==> config.mk <==
export PLATFORM = sky130hd
export DESIGN_NAME = demo01_sweep_ctrl
export DESIGN_NICKNAME = d
export VERILOG_FILES = /design/src/rtl/demo01_sweep_ctrl.sv
export SDC_FILE = /design/constraint.sdc
export NUM_CORES = 1
export LEC_CHECK = 0
export ABC_AREA = 0
export BUFFER_PORTS_ARGS = -buffer_cell sky130_fd_sc_hd__buf_2
export CORE_MARGIN = 3
export CORE_UTILIZATION = 40
export CTS_BUF_LIST = sky130_fd_sc_hd__clkbuf_16
export DETAILED_ROUTE_END_ITERATION = 8
export PLACE_DENSITY = 0.61
export REMOVE_ABC_BUFFERS = 1
export SKIP_CTS_REPAIR_TIMING = 1
export SKIP_LAST_GASP = 1
export SYNTH_ARGS = -nofsm -noshare
export SYNTH_HDL_FRONTEND = slang
export SYNTH_SLANG_ARGS = --single-unit
==> constraint.sdc <==
create_clock -name clk -period 3.4 [get_ports clk]
set_input_delay 0.51 -clock clk [delete_from_list [all_inputs] [get_ports clk]]
set_output_delay 0.51 -clock clk [all_outputs]
set_load 0.005 [all_outputs]
==> src/rtl/demo01_sweep_ctrl.sv <==
// Sweep sequencer: walks all 32 vectors into a 5-input function block,
// captures its truth table and compares it against a golden table.
module demo01_sweep_ctrl #(
  parameter int          SETTLE   = 2,
  parameter logic [31:0] EXPECTED = 32'hFF00_0000
) (
  input  logic        clk,
  input  logic        rst_n,
  input  logic        start,
  input  logic        abort,
  output logic        A,
  output logic        B,
  output logic        C,
  output logic        D,
  output logic        E,
  input  logic        F,
  output logic        busy,
  output logic        done,
  output logic        pass,
  output logic        fail_valid,
  output logic [4:0]  fail_idx,
  output logic [31:0] tt
);

  localparam int CW = (SETTLE > 1) ? $clog2(SETTLE) : 1;

  typedef enum logic [1:0] {IDLE, DRIVE, CHECK} state_t;

  state_t        state, state_nx;
  logic [4:0]    idx;
  logic [CW-1:0] cnt;
  logic          settled;
  logic          accept;
  logic [4:0]    vec;
  logic [4:0]    lowest_diff;

  assign settled = (cnt == CW'(SETTLE - 1));
  assign accept  = start && !abort;

  // Lowest set bit of the mismatch mask; scanning downward leaves the lowest one.
  always_comb begin
    lowest_diff = 5'd0;
    for (int i = 31; i >= 0; i--) begin
      if (tt[i] != EXPECTED[i]) lowest_diff = 5'(i);
    end
  end

  always_ff @(posedge clk or negedge rst_n) begin
    if (!rst_n) state <= IDLE;
    else        state <= state_nx;
  end

  always_comb begin
    state_nx = state;
    vec      = 5'd0;
    case (state)
      IDLE:  if (accept) state_nx = DRIVE;
      DRIVE: begin
        vec = idx;
        if (abort)                          state_nx = IDLE;
        else if (settled && idx == 5'd31)   state_nx = CHECK;
      end
      CHECK: begin
        vec      = idx;
        state_nx = IDLE;
      end
      default: state_nx = IDLE;
    endcase
  end

  assign {A, B, C, D, E} = vec;

  // Datapath: abort takes priority over the sample due on the same edge.
  always_ff @(posedge clk or negedge rst_n) begin
    if (!rst_n) begin
      idx        <= 5'd0;
      cnt        <= '0;
      tt         <= 32'd0;
      busy       <= 1'b0;
      done       <= 1'b0;
      pass       <= 1'b0;
      fail_valid <= 1'b0;
      fail_idx   <= 5'd0;
    end else begin
      done <= 1'b0;
      case (state)
        IDLE: begin
          if (accept) begin
            idx        <= 5'd0;
            cnt        <= '0;
            tt         <= 32'd0;
            pass       <= 1'b0;
            fail_valid <= 1'b0;
            fail_idx   <= 5'd0;
            busy       <= 1'b1;
          end
        end
        DRIVE: begin
          if (abort) begin
            busy <= 1'b0;
            cnt  <= '0;
          end else if (settled) begin
            tt[idx] <= F;
            cnt     <= '0;
            if (idx != 5'd31) idx <= idx + 5'd1;
          end else begin
            cnt <= cnt + CW'(1);
          end
        end
        CHECK: begin
          pass       <= (tt == EXPECTED);
          fail_valid <= (tt != EXPECTED);
          fail_idx   <= lowest_diff;
          done       <= 1'b1;
          busy       <= 1'b0;
        end
        default: ;
      endcase
    end
  end

endmodule

# Word level (Yosys, flattened, before mapping)
# Cells that the tools add are included.
op_classes:
  addsub: 2
  magnitude_cmp: 2
  eq_ne: 12
  mux: 60
  reduce_logical: 15
ops:
  columns: ["cell", "count"]
  rows:
  - ["2-to-1 mux 5 bit", 37]
  - ["2-to-1 mux 32 bit", 3]
  - ["one-hot mux 32 bit (2 select lines)", 1]
  - ["bitwise mux 32 bit", 1]
  - ["== test 32 bit, second input constant", 1]
  - ["!= test 32 bit, second input constant", 1]
  - ["one-hot mux 5 bit (2 select lines)", 2]
  - ["!= test 2 bit, second input constant", 5]
  - ["2-to-1 mux 1 bit", 7]
  - ["< comparator 5 x 6 -> 1 bit, second input constant", 1]
  - ["2-to-1 mux 2 bit", 3]
  - ["one-hot mux 1 bit (2 select lines)", 3]
  - ["AND reduction 2 bit", 3]
  - ["adder 5 x 1 -> 5 bit, second input constant", 1]
  - ["demux 1 bit (select 5 bit)", 1]
  - ["== test 5 bit, second input constant", 1]
  - ["greater-or-equal comparator 5 x 1 -> 1 bit, second input constant", 1]
  - ["!= test 5 bit, second input constant", 1]
  - ["AND reduction 5 bit", 1]
  - ["one-hot mux 2 bit (2 select lines)", 1]
  - ["AND reduction 4 bit", 1]
  - ["nonzero test 2 bit", 2]
  - ["logical AND 1 bit", 3]
  - ["!= test 3 bit, second input constant", 1]
  - ["other kinds (9)", 9]
totals:
  ff_bits: 49
  in_bits: 5

# Longest topological paths before layout
# Gate-level depths: netlist of run 1.
logic_depth:
  word_depth: 33
  depth_mapped: 9
  ltp_nobuf: 7

# Least setup slack after synthesis of run 1
# No wires, ideal clock.
synth_timing:
  kind: "register to register"
  startpoint: "register idx[0]"
  endpoint: "register idx[3]"
  setup_ns: 0.126
  arrival_time_ns: 1.959
  required_time_ns: 3.274
  slack_ns: 1.315
  stages_incl_launch_ff: 9
  n_path_buf: 1
  period_less_slack_ns: 2.085
  path_cell_list: "dfrtp_1 -> ha_1 -> clkbuf_1 -> and3_1 -> ha_1 -> nor4b_2 -> nand4_1 -> xor2_1 -> nor2_1"
synth_via:
  elab_chain_cells: 5
synth_lines:
  columns: ["item", "line_no", "rtl"]
  rows:
  - ["from (decl)", "30", "logic [4:0] idx;"]
  - ["from (signal assigned)", "105", "if (idx != 5'd31) idx <= idx + 5'd1;"]
  - ["adder 5 x 1 -> 5 bit", "105", null]
  - ["2-to-1 mux 5 bit", "105", null]
  - ["2-to-1 mux 5 bit", "102", "end else if (settled) begin"]
  - ["2-to-1 mux 5 bit", "99", "if (abort) begin"]
  - ["one-hot mux 5 bit (2 select lines)", "86", "case (state)"]
# Several ways; a longest one is shown, not always the timed one. The select of a mux whose other input is x is not followed.
# A chain may end at the register's enable or synchronous reset.

# Final worst setup path of run 1
layout_timing:
  startpoint: "register state[0]"
  endpoint: "register tt[12]"
layout_via:
  elab_chain_cells: 3
layout_lines:
  columns: ["item", "line_no", "rtl"]
  rows:
  - ["from (decl)", "29", "state_t state, state_nx;"]
  - ["from (signal assigned)", "50", "else state <= state_nx;"]
  - ["== test 2 x 1 -> 1 bit / logical NOT 2 bit (equally long branches)", "86", null]
  - ["!= test 2 bit (no line) / nonzero test 2 bit (equally long branches)", null, null]
  - ["AND reduction 4 bit (no line)", null, null]
  - ["to (signal assigned)", "78", "tt <= 32'd0;"]
  - ["to (signal assigned)", "91", "tt <= 32'd0;"]
  - ["to (signal, indexed assignment)", "103", "tt[idx] <= F;"]
  - ["to (decl)", "22", "output logic [31:0] tt"]
# Several ways; a longest one is shown, not always the timed one.

==> results of run 1 <==
==> critical path: stages (launching register included) <==
cell	delay, ns
dfrtp_1	0.40
inv_1	0.11
ha_1	0.48
mux2i_1	0.22
or3b_1	0.54
nor2_4	0.23
nand2_1	0.17
o2bb2ai_1	0.23
==> cell usage after synthesis (2+ instances only) <==
cell	count	area [sq um]
nor2b_1	3	18.8
nor3_2	2	20.0
o2bb2ai_1	12	105
or3b_1	2	17.5
nor2_1	14	52.6
mux2i_1	13	130
a21oi_1	12	60.1
nor4_1	5	31.3
clkbuf_1	10	37.5
buf_2	3	15.0
and3_1	2	12.5
ha_1	9	113
nor3b_1	2	15.0
and2_1	7	43.8
o21ai_0	34	170
nand2_1	59	221
nand2b_1	4	25.0
nand3_1	12	60.1
dfrtp_1	49	1230
o31ai_1	5	37.5
o2111ai_1	3	26.3
a21o_1	2	15.0
inv_1	18	67.6
o21bai_1	4	30.0
or4_1	3	22.5
a32o_1	2	20.0
nor3_1	4	20.0
nand4_1	4	25.0
==> metal layers <==
layer / up-vias / wire length [um] / global-route usage (%)
met4: 0 / 234 / 8.42
met1: 1248 / 3710 / 28.4
li1: 1256 / - / -
met5: - / 0 / 0
met3: 16 / 438 / 3.25
met2: 83 / 3720 / 31.5
==> sequential cells by signal, summed over array words and instances, names as in the netlist, 2 cells and up <==
name and count:
idx 5, fail_idx 5, state 2, tt 32
==> how the worst max path moves through the flow <==
stage                     slack [ns]            endpoint  depth (start not counted)
after CTS                       0.93   tt[7]$_DFFE_PN0P_                          7
after global routing            0.73  tt[25]$_DFFE_PN0P_                          7
after global placement          1.04   tt[7]$_DFFE_PN0P_                          7
after detailed placement        0.94   tt[7]$_DFFE_PN0P_                          7
final                           0.93  tt[12]$_DFFE_PN0P_                          7
after floorplan                 1.10  tt[17]$_DFFE_PN0P_                          7
==> power groups by stage <==
stage	logic [W]	clock network, W	registers, W
after CTS	0.000454	0.000514	0.000653
after global placement	0.000445	0	0.000663
after global routing	0.000515	0.000535	0.000658
final	0.000454	0.000506	0.000653
after floorplan	0.000302	0	0.000655
after detailed placement	0.000452	0	0.000665
==> cells in the final DEF (no fill, tap or decap), types with 5 or more instances in the layout <==
cell        n
buf_2      50
ha_1        9
nand3_1    12
and2_1      7
clkbuf_16   5
nor2_1     14
o21ai_0    34
nor4_1      5
mux2i_1    13
dfrtp_1    49
o31ai_1     5
o2bb2ai_1  12
a21oi_1    12
inv_1      18
nand2_1    59
==> metrics by stage <==
stage / util [%] / total power, W / setup WS (ns)
2_1_floorplan: - / 0.000958 / 1.10
3_5_place_dp: 46.8 / 0.00112 / 0.942
3_3_place_gp: 46.8 / 0.00111 / 1.04
5_1_grt: 49.0 / 0.00171 / 0.731
4_1_cts: 49.0 / 0.00162 / 0.926
6_report: 49.0 / 0.00161 / 0.929
==> cell type report <==
class / count / area, sq um / area share [%]
multi-input cells: 244 / 1530 / 45.5
flip-flops and latches: 49 / 1230 / 36.4
repair buffers: 53 / 273 / 8.11
clock buffers: 5 / 125 / 3.72
well taps: 96 / 120 / 3.57
inverters: 18 / 67.6 / 2.01
clock inverters: 3 / 21.3 / 0.632
==> kinds of logic (layout without fill, tap and decap cells) <==
family	after synthesis	count (layout)	synth area share, %
xor gates and xnor gates	2	2	0.609
DFF	49	49	42.6
adders and majority gates	9	9	3.91
and+or+nand+nor	130	130	22.5
buffers and inverters	31	79	4.17
muxes	13	13	4.52
AOI/OAI and AO/OA	90	90	21.7
==> summary.txt, run 1 <==
Status = completed
Vias = 2,603
Placed Area = 3220 sq um
Wire length of the first global-routing pass = 13,400 um
Worst Path Required = 3.60 ns
Maximum achievable frequency = 405 MHz
Reg2reg start = state[0]$_DFFE_PN0P_
Max-Cap Viols = 0
Number of standard-cell rows in the floorplan = 30
Core area = 6870 sq um
Layout cells sized above 1 = 18.5%
Overall die height = 90.8 um
PD cells = 479 nW/um^2
Count of H-tree levels built during CTS = 2
Vias per cell = 5.56
Number of buffers on the longest clock path = 2
Largest fanout on the critical path = 11
Initial antenna violation count = 0
Arrival @ worst endpoint = 2.68 ns
Part of the power in the clock network = 31.4%
Die Width = 90.8 um
Setup TNS = 0 ns
Final setup violation count = 0
R2R cell count = 7
Layout Area Growth over Synthesis = 16.9%
Synth cell types = 53
Average wire per cell in the routed design = 17.3 um
IO Pins = 51
Slack of the worst reg-to-reg path = 0.93 ns
Initial core utilization = 41.9%
Worst hold slack = 0.248 ns
Destination of the worst register-to-register timing path = tt[12]$_DFFE_PN0P_
Global placer's final weighted congestion = 0.894
Remaining global-route overflow = 0
Tightest Hold Check Type = in2async
Most used flip-flop cell after synthesis = dfrtp_1
Worst slew pin tran = 0.756 ns
Vias in the first global route = 2,539
Worst Setup End Kind = flip-flop
Kind of launch point of the worst setup path = flip-flop
Number of port buffers = 50
Relative max-transition margin = 49.5%
Number of cells produced by synthesis = 324
Crit Path Class = reg2reg
Number of detailed-routing iterations run before antenna repair = 4
Post-route DRC = 0
Mapped Avg Cell Area = 8.88 sq um
Post-Synthesis Cell Area = 2880 sq um
Final Slew Violations = 0
GRT Util Overall = 20.4%
Clock transition at the registers of the reported paths = 0.07 ns
Instance count after placement with tap cells included = 460
Power spent charging and discharging nets = 0.000579 W
Hold violation count in the final report = 0
Diodes inserted = 0
Total leakage power = 1.60 nW
Final wirelength = 8110 um
Post-detail-place hpwl = 6040 um
Shortest period the worst path allows = 2.47 ns
Clock tree from TritonCTS = yes
Die outline area = 8250 sq um
Final Non-Filler Cells = 468
Fraction of the cycle the final worst path needs = 72.7%
RSZ-0062 raised after global routing = false
Clock buffer count from CTS = 5
Part of the total power dissipated in combinational logic = 28.1%
Skew-Pair Late Insertion Delay = 0.29 ns
Summed area of non-filler cells in the final layout = 3360 sq um
Seq/Total Area, Yosys = 42.6%
Register bit count reported by yosys = 49
Fin nets = 385
Share of synthesized flip-flops with an asynchronous set or reset = 100%
Initial DRC count = 184
Net switching share of the total power = 35.9%
Register share of total power = 40.5%
Total number of clock tree sinks = 49
Pin count of the biggest net entering global routing = 31
Cell at the root of the clock tree = clkbuf_16
Number of synthesized flops with an enable pin = 0
Maximum ir drop on the vdd rail = 246 uV
Routed Antenna Nets = 0
Int Pwr = 0.00103 W
Worst setup path start = state[0]$_DFFE_PN0P_
Final clock skew = 0.00751 ns
Fillers = 693
Synth warnings = 0
(Power assumes the default switching activity.)
==> run 2, diff against run 1 <==
Settings changed: PLACE_DENSITY 0.61 to 0.64.
Clock period 3.4 ns to 2.09 ns, I/O delays scaled along.
==> run 2 against run 1 <==
Wire length rose by 1.2%. Critical endpoint is now tt[7]$_DFFE_PN0P_. The run now ends with negative hold slack left. Global-route usage rose by 0.15 points. Register-to-register slack got worse by 0.83 ns. Critical path type unchanged. Sequential power rose by 62%. Non-clock buffer count rose by 18. Clock skew fell by 0.0020 ns. Via count rose by 3.9%. Clock power rose by 80%.
==> summary.txt, run 2 (synthesis gave the netlist of run 1 again) <==
Status = finished, violations left (was completed)
Violated checks = negative hold slack
Global placer's final weighted congestion = 0.834 (was 0.894)
Worst Path Required = 2.29 ns (was 3.60 ns)
Cell at the root of the clock tree = clkbuf_16 (unchanged)
Stage delay of the slowest cell on the critical path = 0.46 ns (was 0.54 ns)
Worst setup path start = state[0]$_DFFE_PN0P_ (unchanged)
Overall die height = 90.8 um (unchanged)
Clock tree from TritonCTS = yes (unchanged)
Largest fanout on the critical path = 6 (was 11)
Destination of the worst register-to-register timing path = tt[7]$_DFFE_PN0P_ (was tt[12]$_DFFE_PN0P_)
Number of standard-cell rows in the floorplan = 30 (unchanged)
Clock buffer count from CTS = 5 (unchanged)
Diodes inserted = 0 (unchanged)
Leading registers by flop count = tt x32, fail_idx x5, idx x5 (unchanged)
Critical-path cell list = inv_1, ha_1, mux2i_1, or3b_4, nor2_4, nand3_1, o31ai_1 (was inv_1, ha_1, mux2i_1, or3b_1, nor2_4, nand2_1, o2bb2ai_1)
Maximum achievable frequency = 503 MHz (was 405 MHz)
Die outline area = 8250 sq um (unchanged)
Die Width = 90.8 um (unchanged)
Vias per cell = 5.56 (about the same)
Maximum ir drop on the vdd rail = 342 uV (was 246 uV)
Fraction of the cycle the final worst path needs = 95.2% (was 72.7%)
Part of the power in the clock network = 32.8% (was 31.4%)
Most common cell after layout, fill and taps aside = nand2_1 (unchanged)
Count of H-tree levels built during CTS = 2 (unchanged)
Sequential cell area in the final layout = 1230 sq um (unchanged)
PD cells = 777 nW/um^2 (was 479 nW/um^2)
Reg2reg start = state[0]$_DFFE_PN0P_ (unchanged)
Worst slew pin tran = 0.529 ns (was 0.756 ns)
Final setup violation count = 0 (unchanged)
Vias = 2,704 (was 2,603)
Arrival @ worst endpoint = 2.19 ns (was 2.68 ns)
Initial core utilization = 41.9% (unchanged)
Worst Setup End Kind = flip-flop (unchanged)
Tightest Hold Check Type = in2async (unchanged)
Hold violation count in the final report = 19 (was 0)
Routed Antenna Nets = 0 (unchanged)
Total number of clock tree sinks = 49 (unchanged)
Post-detail-place hpwl = 6010 um (was 6040 um)
Number of buffers on the longest clock path = 2 (unchanged)
Max-Cap Viols = 0 (unchanged)
Total leakage power = 1.72 nW (was 1.60 nW)
Layout Area Growth over Synthesis = 24.4% (was 16.9%)
Number of port buffers = 50 (unchanged)
Final Slew Violations = 0 (unchanged)
Wire length of the first global-routing pass = 13,700 um (was 13,400 um)
Skew-Pair Late Insertion Delay = 0.29 ns (about the same)
GRT Util Overall = 20.5% (was 20.4%)
Pin count of the biggest net entering global routing = 31 (unchanged)
Most flop-heavy register = tt (unchanged)
Layout cells sized above 1 = 23.1% (was 18.5%)
Worst hold slack = -0.0295 ns (was 0.248 ns)
Post-route DRC = 0 (unchanged)
Power spent charging and discharging nets = 0.000923 W (was 0.000579 W)
Net switching share of the total power = 33.2% (was 35.9%)
Clock transition at the registers of the reported paths = 0.07 ns (about the same)
Initial DRC count = 205 (was 184)
Slack of the worst reg-to-reg path = 0.1 ns (was 0.93 ns)
Commonest cells after routing, fill and taps aside = 59 x nand2_1, 50 x buf_2, 49 x dfrtp_1 (unchanged)
Final clock skew = 0.00550 ns (was 0.00751 ns)
Area used by multi-input combinational logic = 1570 sq um (was 1530 sq um)
Instance count after placement with tap cells included = 477 (was 460)
IO Pins = 51 (unchanged)
RSZ-0062 raised after global routing = true (was false)
Number of detailed-routing iterations run before antenna repair = 4 (unchanged)
Fin nets = 403 (was 385)
Average wire per cell in the routed design = 16.9 um (was 17.3 um)
Critical-path cell with the highest stage delay = or3b_4 (was or3b_1)
Initial antenna violation count = 0 (unchanged)
Crit Path Class = reg2reg (unchanged)
Shortest period the worst path allows = 1.99 ns (was 2.47 ns)
R2R cell count = 7 (unchanged)
Fillers = 666 (was 693)
Vias in the first global route = 2,609 (was 2,539)
Post-layout worst setup margin = 0.100 ns (was 0.929 ns)
Worst Setup Slack post-DPL = 0.0160 ns (was 0.942 ns)
Remaining global-route overflow = 0 (unchanged)
Register share of total power = 38.1% (was 40.5%)
Final wirelength = 8210 um (was 8110 um)
Core area = 6870 sq um (unchanged)
Kind of launch point of the worst setup path = flip-flop (unchanged)
Flip-flop count of the largest register, all copies and words added = 32 (unchanged)
Relative max-transition margin = 64.4% (was 49.5%)
Int Pwr = 0.00186 W (was 0.00103 W)
Final Non-Filler Cells = 486 (was 468)
Part of the total power dissipated in combinational logic = 29.2% (was 28.1%)
run 2: worst max path at each step:
stage | end | slack, ns | cells past startpoint
global route | tt[7]$_DFFE_PN0P_ | -0.05 | 7
global placement | fail_valid$_DFFE_PN0P_ | 0.04 | 7
floorplan | tt[17]$_DFFE_PN0P_ | -0.21 | 7
finish | tt[7]$_DFFE_PN0P_ | 0.1 | 7
detailed placement | fail_valid$_DFFE_PN0P_ | 0.02 | 7
CTS | fail_valid$_DFFE_PN0P_ | 0.003 | 7
run 2: cell type report:
type,count,share of cell area (%)
inverter,18,1.89
clock buffer,5,3.50
timing repair buffer,71,12.1
clock inverter,3,1.15
multi-input combinational,244,43.8
sequential,49,34.3
tap,96,3.36
run 2: metal layers:
| metal | share of wire [%] | GRT usage (%) | up-vias | wire length (um) |
|---|---|---|---|---|
| li1 | - | - | 1297 | - |
| met1 | 45 | 29.3 | 1315 | 3690 |
| met2 | 49 | 31.8 | 83 | 4030 |
| met3 | 4.8 | 3.25 | 9 | 390 |
| met4 | 1.1 | 6.78 | 0 | 93 |
| met5 | 0 | 0 | - | 0 |
run 2: worst max-delay path: cells and delay by family (launching register included):
family	cells	cell delay, ns
and+or+nand+nor	3	0.80
DFF	1	0.37
adders and majority gates	1	0.23
AOI/OAI and AO/OA	1	0.23
muxes	1	0.17
buffers and inverters	1	0.09
run 2: per-stage QoR:
stage	TNS (ns)	total power (W)	instance area (sq um)	util (%)	hold slack [ns]
2_1_floorplan	-3.94	0.00156	2830	-	0.0179
3_3_place_gp	0	0.00186	3370	49.1	0.296
3_5_place_dp	0	0.00187	3370	49.1	0.295
4_1_cts	0	0.00277	3540	51.5	-0.0122
5_1_grt	-0.178	0.00294	3580	52.1	0.00954
6_report	0	0.00278	3580	52.1	-0.0295
run 2: power groups by stage:
stage	Clock, W	Combinational (W)	Sequential (W)
after floorplan	0	0.000492	0.00107
after CTS	0.000921	0.000795	0.00106
after global routing	0.000951	0.000917	0.00107
after detailed placement	0	0.000793	0.00108
after global placement	0	0.000785	0.00107
final	0.000911	0.000811	0.00106
==> run 3, diff against run 2 <==
Settings changed: CORE_UTILIZATION 40 to 50, CTS_CLUSTER_DIAMETER set to 60, PLACE_DENSITY 0.64 to 0.76.
==> run 3 against run 2 <==
The flow now finishes without violations. Flip-flop and latch count did not move. Final cell count fell by 4.5%. Non-clock buffer count rose by 4. Via count rose by 0.30%. Maximum frequency fell by 0.93%. First-iteration DRC count rose by 53%. Worst setup slack got worse by 0.019 ns. Worst hold slack improved by 0.055 ns. Wire length fell by 1.5%. Global-route usage rose by 5.8 points. Critical endpoint is now tt[11]$_DFFE_PN0P_. Highest routed layer unchanged.
==> summary.txt, run 3 (synthesis gave the netlist of run 1 again) <==
Average wire per cell in the routed design = 17.4 um (was 16.9 um)
Largest fanout on the critical path = 7 (was 6)
Max-Cap Viols = 0 (unchanged)
Maximum achievable frequency = 498 MHz (was 503 MHz)
Number of buffers on the longest clock path = 2 (unchanged)
Kind of launch point of the worst setup path = flip-flop (unchanged)
Number of standard-cell rows in the floorplan = 26 (was 30)
Stage delay of the slowest cell on the critical path = 0.47 ns (was 0.46 ns)
Slack of the worst reg-to-reg path = 0.08 ns (was 0.1 ns)
Clock tree from TritonCTS = yes (unchanged)
Initial core utilization = 53.9% (was 41.9%)
Clock transition at the registers of the reported paths = 0.07 ns (about the same)
Layout Area Growth over Synthesis = 23.7% (was 24.4%)
Worst hold slack = 0.0252 ns (was -0.0295 ns)
Worst Setup End Kind = flip-flop (unchanged)
Cell at the root of the clock tree = clkbuf_16 (unchanged)
Post-route DRC = 0 (unchanged)
Leading registers by flop count = tt x32, fail_idx x5, idx x5 (unchanged)
Kind of cell with the highest combined delay on the critical path = simple AND/OR/NAND/NOR gates (unchanged)
Most common cell after layout, fill and taps aside = nand2_1 (unchanged)
Destination of the worst register-to-register timing path = tt[11]$_DFFE_PN0P_ (was tt[7]$_DFFE_PN0P_)
Maximum ir drop on the vdd rail = 453 uV (was 342 uV)
Clock buffer count from CTS = 5 (unchanged)
Most flop-heavy register = tt (unchanged)
Die outline area = 6700 sq um (was 8250 sq um)
Critical-path cell with the highest stage delay = or3b_4 (unchanged)
Commonest cells after routing, fill and taps aside = 59 x nand2_1, 50 x buf_2, 49 x dfrtp_1 (unchanged)
Vias = 2,712 (was 2,704)
Worst slew pin tran = 0.593 ns (was 0.529 ns)
Initial antenna violation count = 0 (unchanged)
Die Width = 81.9 um (was 90.8 um)
Critical-path cell list = inv_1, ha_1, mux2i_1, or3b_4, nor2_4, buf_4, nand2_1, o2bb2ai_2 (was inv_1, ha_1, mux2i_1, or3b_4, nor2_4, nand3_1, o31ai_1)
Status = completed (was finished, violations left)
Layout cells sized above 1 = 23.6% (was 23.1%)
Fin nets = 407 (was 403)
Arrival @ worst endpoint = 2.22 ns (was 2.19 ns)
Vias in the first global route = 2,588 (was 2,609)
Number of detailed-routing iterations run before antenna repair = 4 (unchanged)
Global placer's final weighted congestion = 0.870 (was 0.834)
Core area = 5340 sq um (was 6870 sq um)
Pin count of the biggest net entering global routing = 29 (was 31)
Remaining global-route overflow = 0 (unchanged)
Final Slew Violations = 0 (unchanged)
Worst Path Required = 2.30 ns (was 2.29 ns)
Overall die height = 81.9 um (was 90.8 um)
Worst Setup Slack post-DPL = -0.0404 ns (was 0.0160 ns)
Fraction of the cycle the final worst path needs = 96.1% (was 95.2%)
Total leakage power = 1.76 nW (was 1.72 nW)
Shortest period the worst path allows = 2.01 ns (was 1.99 ns)
GRT Util Overall = 26.4% (was 20.5%)
PD cells = 787 nW/um^2 (was 777 nW/um^2)
Wire length of the first global-routing pass = 13,400 um (was 13,700 um)
Routed Antenna Nets = 0 (unchanged)
Initial DRC count = 314 (was 205)
Number of port buffers = 50 (unchanged)
R2R cell count = 8 (was 7)
Critical path buffer and inverter count = 2 (was 1)
Crit Path Class = reg2reg (unchanged)
Final wirelength = 8090 um (was 8210 um)
Post-detail-place hpwl = 5980 um (was 6010 um)
Total number of clock tree sinks = 49 (unchanged)
Post-layout worst setup margin = 0.0814 ns (was 0.100 ns)
Diodes inserted = 0 (unchanged)
RSZ-0062 raised after global routing = true (unchanged)
IO Pins = 51 (unchanged)
Count of H-tree levels built during CTS = 2 (unchanged)
Reg2reg start = state[0]$_DFFE_PN0P_ (unchanged)
Vias per cell = 5.84 (was 5.56)
Flip-flop count of the largest register, all copies and words added = 32 (unchanged)
Final clock skew = 0.00297 ns (was 0.00550 ns)
Relative max-transition margin = 60.4% (was 64.4%)
Skew-Pair Late Insertion Delay = 0.29 ns (about the same)
Final setup violation count = 0 (unchanged)
Hold violation count in the final report = 0 (was 19)
Tightest Hold Check Type = in2async (unchanged)
## run 3: final cells by class
type / count / area (sq um)
clock buffer: 5 / 125
timing repair buffer: 75 / 450
sequential: 49 / 1230
multi-input combinational: 244 / 1570
tap: 70 / 87.6
clock inverter: 3 / 37.5
inverter: 18 / 67.6
fill: 458 / 1770
## run 3: layer usage
layer / track usage, % / wire length [um]
met4: 11.0 / 114
met3: 5.04 / 518
met1: 37.9 / 3600
met2: 38.8 / 3860
met5: 0 / 0
## run 3: worst max-delay path by stage
stage                         start                     end  slack (ns)  depth (start not counted)
2_1_floorplan  state[1]$_DFFE_PN0P_      tt[17]$_DFFE_PN0P_       -0.21                          7
3_3_place_gp   state[0]$_DFFE_PN0P_  fail_valid$_DFFE_PN0P_      -0.004                          7
3_5_place_dp   state[0]$_DFFE_PN0P_  fail_valid$_DFFE_PN0P_       -0.04                          7
4_1_cts        state[0]$_DFFE_PN0P_  fail_valid$_DFFE_PN0P_       -0.05                          7
5_1_grt        state[0]$_DFFE_PN0P_       tt[1]$_DFFE_PN0P_       -0.02                          8
6_report       state[0]$_DFFE_PN0P_      tt[11]$_DFFE_PN0P_        0.08                          8
## run 3: stage by stage
step	cells	instance area (sq um)	TNS, ns	util, %	power, W
global route	464	3560	-0.0242	66.7	0.00296
CTS	462	3510	-0.0864	65.8	0.00279
floorplan	311	2830	-3.94	-	0.00156
global placement	454	3350	-0.00446	62.8	0.00186
finish	464	3560	0	66.7	0.00280
detailed placement	454	3350	-0.0606	62.8	0.00188
## run 3: power breakdown
part           internal [W]  switching, W  leakage (nW)
Combinational      0.000310      0.000533         0.999
Sequential          0.00100     0.0000495         0.679
Clock              0.000557      0.000354        0.0826
Total               0.00187      0.000936          1.76
